$ cat src/rtl/dmem_pkg.sv
// Shared types for the data-memory arbiter: access modes, FSM states,
// the request bundle and the access-size helper.
package dmem_pkg;

  typedef enum logic [1:0] {
    BYTE    = 2'b00,
    HALF    = 2'b01,
    WORD    = 2'b10,
    ILLEGAL = 2'b11
  } mem_mode_e;

  typedef enum logic {
    IDLE   = 1'b0,
    B_PEND = 1'b1
  } arb_state_e;

  typedef struct packed {
    logic        we;
    mem_mode_e   mode;
    logic        uns;
    logic [31:0] addr;
    logic [31:0] wdata;
  } mem_req_t;

  // Illegal mode reports 4 so range math stays defined; it faults anyway.
  function automatic logic [2:0] size_of(mem_mode_e m);
    logic [2:0] s;
    case (m)
      BYTE:    s = 3'd1;
      HALF:    s = 3'd2;
      default: s = 3'd4;
    endcase
    return s;
  endfunction

endpackage

$ cat src/rtl/dmem_access_check.sv
// Fault detection and load-data extension for the served access.
// Purely combinational; instantiated once on the muxed request.
module dmem_access_check
  import dmem_pkg::*;
#(
  parameter int DEPTH       = 1024,
  parameter bit CHECK_ALIGN = 1'b1
) (
  input  mem_req_t    req_i,
  input  logic [31:0] rdata_i,
  output logic        fault_o,
  output logic [31:0] rdata_o
);

  logic [32:0] end_addr;
  logic        bad_mode;
  logic        bad_range;
  logic        misalign;

  // 33-bit sum so addresses near 2^32 cannot wrap past the limit.
  assign end_addr  = {1'b0, req_i.addr} + {30'd0, size_of(req_i.mode)};
  assign bad_mode  = (req_i.mode == ILLEGAL);
  assign bad_range = (end_addr > 33'(DEPTH));
  assign misalign  = ((req_i.mode == HALF) && req_i.addr[0])
                   || ((req_i.mode == WORD) && (req_i.addr[1:0] != 2'b00));

  assign fault_o = bad_mode || bad_range || (CHECK_ALIGN && misalign);

  // Memory already sign-extends; only the unsigned forms need masking.
  always_comb begin
    rdata_o = rdata_i;
    if (req_i.uns) begin
      case (req_i.mode)
        BYTE:    rdata_o = {24'd0, rdata_i[7:0]};
        HALF:    rdata_o = {16'd0, rdata_i[15:0]};
        default: rdata_o = rdata_i;
      endcase
    end
  end

endmodule

$ cat src/rtl/dmem_arbiter.sv
// Two-lane arbiter for the single-ported data memory. Same-cycle
// requests are serialised A then B; responses return one cycle later.
module dmem_arbiter
  import dmem_pkg::*;
#(
  parameter int DEPTH       = 1024,
  parameter bit CHECK_ALIGN = 1'b1
) (
  input  logic        clk,
  input  logic        rst,
  input  logic        a_valid,
  output logic        a_ready,
  input  logic        a_we,
  input  logic [1:0]  a_mode,
  input  logic        a_unsigned,
  input  logic [31:0] a_addr,
  input  logic [31:0] a_wdata,
  output logic        a_rvalid,
  output logic [31:0] a_rdata,
  output logic        a_fault,
  input  logic        b_valid,
  output logic        b_ready,
  input  logic        b_we,
  input  logic [1:0]  b_mode,
  input  logic        b_unsigned,
  input  logic [31:0] b_addr,
  input  logic [31:0] b_wdata,
  output logic        b_rvalid,
  output logic [31:0] b_rdata,
  output logic        b_fault,
  output logic        mem_we,
  output logic [1:0]  mem_mode,
  output logic [31:0] mem_addr,
  output logic [31:0] mem_wdata,
  input  logic [31:0] mem_rdata,
  output logic        busy
);

  arb_state_e  state_q, state_d;
  mem_req_t    pend_q, pend_d;
  logic        a_rvalid_q, a_rvalid_d;
  logic        b_rvalid_q, b_rvalid_d;
  logic        a_fault_q, a_fault_d;
  logic        b_fault_q, b_fault_d;
  logic [31:0] a_rdata_q, a_rdata_d;
  logic [31:0] b_rdata_q, b_rdata_d;

  mem_req_t    a_req, b_req, srv_req;
  logic        idle;
  logic        serve_a, serve_b, serve_p, served;
  logic        srv_fault;
  logic [31:0] srv_ext;
  logic [31:0] resp_data;

  assign a_req = '{we: a_we, mode: mem_mode_e'(a_mode), uns: a_unsigned,
                   addr: a_addr, wdata: a_wdata};
  assign b_req = '{we: b_we, mode: mem_mode_e'(b_mode), uns: b_unsigned,
                   addr: b_addr, wdata: b_wdata};

  assign idle    = (state_q == IDLE);
  assign a_ready = !rst && idle;
  assign b_ready = !rst && idle;
  assign busy    = (state_q == B_PEND);

  assign serve_a = !rst && idle && a_valid;
  assign serve_b = !rst && idle && !a_valid && b_valid;
  assign serve_p = !rst && !idle;
  assign served  = serve_a || serve_b || serve_p;

  always_comb begin
    srv_req = '0;
    unique case (1'b1)
      serve_a: srv_req = a_req;
      serve_b: srv_req = b_req;
      serve_p: srv_req = pend_q;
      default: srv_req = '0;
    endcase
  end

  dmem_access_check #(
    .DEPTH       (DEPTH),
    .CHECK_ALIGN (CHECK_ALIGN)
  ) u_check (
    .req_i   (srv_req),
    .rdata_i (mem_rdata),
    .fault_o (srv_fault),
    .rdata_o (srv_ext)
  );

  assign mem_we    = served && srv_req.we && !srv_fault;
  assign mem_mode  = srv_req.mode;
  assign mem_addr  = srv_req.addr;
  assign mem_wdata = srv_req.wdata;

  assign resp_data = (served && !srv_req.we && !srv_fault) ? srv_ext : 32'd0;

  always_comb begin
    state_d    = state_q;
    pend_d     = pend_q;
    a_rvalid_d = serve_a;
    a_fault_d  = serve_a && srv_fault;
    a_rdata_d  = serve_a ? resp_data : 32'd0;
    b_rvalid_d = serve_b || serve_p;
    b_fault_d  = (serve_b || serve_p) && srv_fault;
    b_rdata_d  = (serve_b || serve_p) ? resp_data : 32'd0;
    if (serve_a && b_valid) begin
      state_d = B_PEND;
      pend_d  = b_req;
    end else if (serve_p) begin
      state_d = IDLE;
    end
  end

  always_ff @(posedge clk or posedge rst) begin
    if (rst) begin
      state_q    <= IDLE;
      pend_q     <= '0;
      a_rvalid_q <= 1'b0;
      b_rvalid_q <= 1'b0;
      a_fault_q  <= 1'b0;
      b_fault_q  <= 1'b0;
      a_rdata_q  <= 32'd0;
      b_rdata_q  <= 32'd0;
    end else begin
      state_q    <= state_d;
      pend_q     <= pend_d;
      a_rvalid_q <= a_rvalid_d;
      b_rvalid_q <= b_rvalid_d;
      a_fault_q  <= a_fault_d;
      b_fault_q  <= b_fault_d;
      a_rdata_q  <= a_rdata_d;
      b_rdata_q  <= b_rdata_d;
    end
  end

  assign a_rvalid = a_rvalid_q;
  assign b_rvalid = b_rvalid_q;
  assign a_fault  = a_fault_q;
  assign b_fault  = b_fault_q;
  assign a_rdata  = a_rdata_q;
  assign b_rdata  = b_rdata_q;

endmodule

$ cat config.mk
export PLATFORM = sky130hd
export DESIGN_NAME = dmem_arbiter
export DESIGN_NICKNAME = d
export VERILOG_FILES = /design/src/rtl/dmem_pkg.sv /design/src/rtl/dmem_access_check.sv /design/src/rtl/dmem_arbiter.sv
export SDC_FILE = /design/constraint.sdc
export NUM_CORES = 1
export LEC_CHECK = 0
export ABC_AREA = 1
export BUFFER_PORTS_ARGS = -buffer_cell sky130_fd_sc_hd__buf_2
export CAP_MARGIN = 30
export CORE_MARGIN = 2
export CORE_UTILIZATION = 50
export DETAILED_ROUTE_END_ITERATION = 10
export PLACE_DENSITY = 0.77
export SLEW_MARGIN = 20
export SYNTH_ARGS = -nofsm -noshare
export SYNTH_HDL_FRONTEND = slang
export SYNTH_SLANG_ARGS = --single-unit
$ cat constraint.sdc
create_clock -name clk -period 4.7 [get_ports clk]
set_clock_uncertainty 0.05 [all_clocks]
set_input_delay 0.47 -clock clk [delete_from_list [all_inputs] [get_ports clk]]
set_output_delay 0.47 -clock clk [all_outputs]
set_load 0.005 [all_outputs]
==> impl_metrics.py <==
metrics = {
    "outcome": {
        "status": "finished clean",
    },
    "sta": {
        "rsz0062_at_grt": "false",
        "hold_viol_final": 0,
        "fmaxAchievable_mhz": 235,
        "report.final.setup_viol": 0,
        "post-route-period-util_pct": 90.6,
        "final_period_minus_worst_setup_slack_ns": 4.26,
        "slew_viol_final": 0,
        "fin_hold_ws_ns": 0.0129,
        "setup-tns-final_ns": 0,
        "worstMarginPinSlew_ns": 0.848,
        "setup_ws_ns": 0.441,
        "slew_headroom_pct": 43.3,
    },
    "synth": {
        "synth_compound_area_share_pct": 6.62,
        "synth-simple-area-share_pct": 38.3,
        "post_synth_num_cell_types": 39,
        "synth_top_family_by_area": "simple AND/OR/NAND/NOR gates",
        "ys_seq_area_share_pct": 42.1,
        "netlist_top_cells_area": "dfrtp_1 42%, nand2_1 13%, nand3_2 7.9%",
        "synth_adder_area_share_pct": 0.706,
        "syn_avg_cell_area_um2": 8.04,
        "synthDominantCellAreaShare_pct": 42.1,
        "ys_dominant_reg_cell": "dfrtp_1",
        "yosys_warnings": 0,
        "synth_fp_nets": 1189,
        "post_synthesis_cell_area_um2": 8150,
        "synthDominantAreaCellType": "dfrtp_1",
        "netlist_instances": 1013,
        "synth.mux.area_fraction_pct": 2.49,
        "yosys.area_share.xor_xnor_pct": 0.645,
        "synth.ff_latch_count": 137,
        "synthArstFlopShare_pct": 100,
        "synth_enable_flop_cells": 0,
    },
    "placement": {
        "post-place-ws_ns": 0.696,
        "place_inst": 1502,
        "placement.io_buffers": 309,
        "placed_cell_area_um2": 9800,
        "routabilityCongestion": 0.935,
        "dp_hpwl_um": 17400,
    },
    "final_layout": {
        "finalNonFillerCells": 1536,
        "final_util_pct": 65.4,
        "areaGrowthSynthToFinish_pct": 27.6,
        "drive_above_1_share_pct": 38.7,
        "design_area_um2": 10400,
        "most_used_cells_in_the_layout_excluding_fill_and_tap_cells": "309 x buf_2, 279 x nand2_1, 137 x dfrtp_1",
        "number_of_fillers_in_the_final_layout": 1409,
        "mostFrequentLayoutCell": "buf_2",
        "design.final.nets": 1482,
    },
    "floorplanning": {
        "dieHeight_um": 132,
        "fp.dieArea_um2": 17300,
        "floorplan.rows": 46,
        "top_level_port_count": 310,
        "initial_core_util_pct": 51.3,
        "area_of_the_core_um2": 15900,
        "die_width_um": 132,
    },
    "clocking": {
        "clock_latency_ns": 0.42,
        "clkTransAtPathRegs_ns": 0.06,
        "total_clock_sinks": 137,
        "numCtsBuffers": 17,
        "cts_htree_levels": 4,
        "max-clock-path-buffers": 2,
        "cts_root_buffer": "clkbuf_16",
        "cts_tree": "done",
    },
    "grt": {
        "first_global_vias": 7864,
        "globalRouteTotalUtil_pct": 27.7,
        "maximum_number_of_pins_on_one_net_before_global_route_repair": 106,
        "initial_antenna_violation_count": 3,
        "grt_pass1_wl_um": 38700,
        "grt.overflow.total": 0,
    },
    "detailed_routing": {
        "route.detailed.wl_per_inst_um": 15.4,
        "firstDrtPassIters": 6,
        "final_antenna_net_count": 0,
        "detailroute.via_count": 7830,
        "avgViaCountPerCell": 5.10,
        "detail_route.wirelength_um": 23700,
        "drt_iter0_drcs": 378,
        "post-route-drc-count": 0,
    },
    "power": {
        "p_per_area_nw_per_um2": 317,
        "worst_case_vdd_ir_drop_uv": 250,
        "total_power_mw": 3.30,
        "p_leak_nw": 5.56,
    },
    "critical_path": {
        "ff2ff_setup_slack_ns": 1.01,
        "crit_type": "reg2out",
        "critical_path.reg2reg.startpoint": "busy$_DFFE_PP0P_",
        "crit-reg2reg-capture": "b_rdata[31]$_DFF_PP0_",
        "worst-endpoint-arrival_ns": 3.74,
        "critPathMaxFanout": 42,
        "worst_setup_path_start_kind": "flip-flop",
        "cp_endpoint_kind": "output port",
        "timing.critical_path.required_ns": 4.18,
        "worstSetupStartpoint": "busy$_DFFE_PP0P_",
        "ff2ff_path_depth": 22,
    },
    "min_path": {
        "worstHoldPathType": "in2async",
    },
    "run": {
        "max_cap_viol_count": 0,
    },
}
==> report_power, final <==
part           switching (mW)  internal, mW  total [mW]
Clock                   0.582         0.695        1.28
Combinational           0.392         0.256       0.648
Sequential             0.0674          1.31        1.37
Total                    1.04          2.26        3.30
==> sequential cells by signal (all words and copies together) (netlist names) <==
| register | flops |
|---|---|
| a_rdata | 32 |
| b_rdata | 32 |
| a_rvalid | 1 |
| a_fault | 1 |
| b_rvalid | 1 |
| busy | 1 |
| b_fault | 1 |
| pend_q | 68 |
==> metal layers <==
metal | wire length [µm] | global-route usage [%] | vias to the layer above
li1 | - | - | 3816
met1 | 9590 | 32.8 | 3670
met2 | 11900 | 48.7 | 283
met3 | 1380 | 5.71 | 57
met4 | 771 | 11.8 | 4
met5 | 27 | 0 | -
==> kinds of logic (layout without fill, tap and decap cells) <==
kind of cell	count (synthesis)	in the layout
other	0	1
buffers and inverters	160	466
muxes	18	18
xor gates and xnor gates	6	6
AOI/OAI and AO/OA	88	88
adders and majority gates	4	4
and+or+nand+nor	600	600
DFF	137	137
==> worst max-delay path, stage by stage (launching register included) <==
cell	delay (ns)
dfrtp_1	0.42
nor2_4	0.13
nand2_2	0.09
inv_2	0.08
buf_4	0.38
nand2_1	0.09
o211ai_1	0.16
ha_1	0.26
nand3_1	0.09
nand3_1	0.15
nand3_2	0.14
nor2_4	0.19
nand3_4	0.13
nor2_2	0.14
nand2_1	0.08
nand2_1	0.05
o21ai_1	0.10
nor2_4	0.12
nand3_4	0.11
nor3b_1	0.23
buf_2	0.16
==> cell usage after synthesis (11+ instances only) <==
cell      instances
nand2_1         280
dfrtp_1         137
nor2_1          123
inv_1            95
nand3_2          64
nand3_1          63
o21ai_0          42
o211ai_1         35
clkbuf_1         24
mux2_2           18
nand2_2          13
nor2_2           13
inv_2            12
nor2_4           12
nand3_4          11
==> what timing repair did <==
action                     4_1_cts  5_1_grt
resized for setup                0        1
hold buffers                     0        0
setup endpoints to repair        0        1
setup buffers                    0        0
==> cell type report <==
class | count | area, µm² | area share, %
Clock inverter | 15 | 133 | 1.28
Clock buffer | 17 | 425 | 4.09
Sequential cell | 137 | 3430 | 33.0
Multi-Input combinational cell | 716 | 4000 | 38.5
Antenna cell | 1 | 2.50 | 0.0241
Timing Repair Buffer | 326 | 1730 | 16.6
Tap cell | 216 | 270 | 2.60
Inverter | 108 | 410 | 3.95
==> worst max-delay path by stage <==
| stage | endpoint | slack, ns | cells after the start |
|---|---|---|---|
| 3_3_place_gp | mem_we | 0.82 | 23 |
| 6_report | mem_we | 0.44 | 20 |
| 4_1_cts | mem_we | 0.45 | 20 |
| 5_1_grt | mem_we | 0.06 | 26 |
| 3_5_place_dp | mem_we | 0.70 | 22 |
| 2_1_floorplan | a_fault$_DFF_PP0_ | 0.50 | 1 |
No activity file was read; power rests on OpenSTA's default activity.
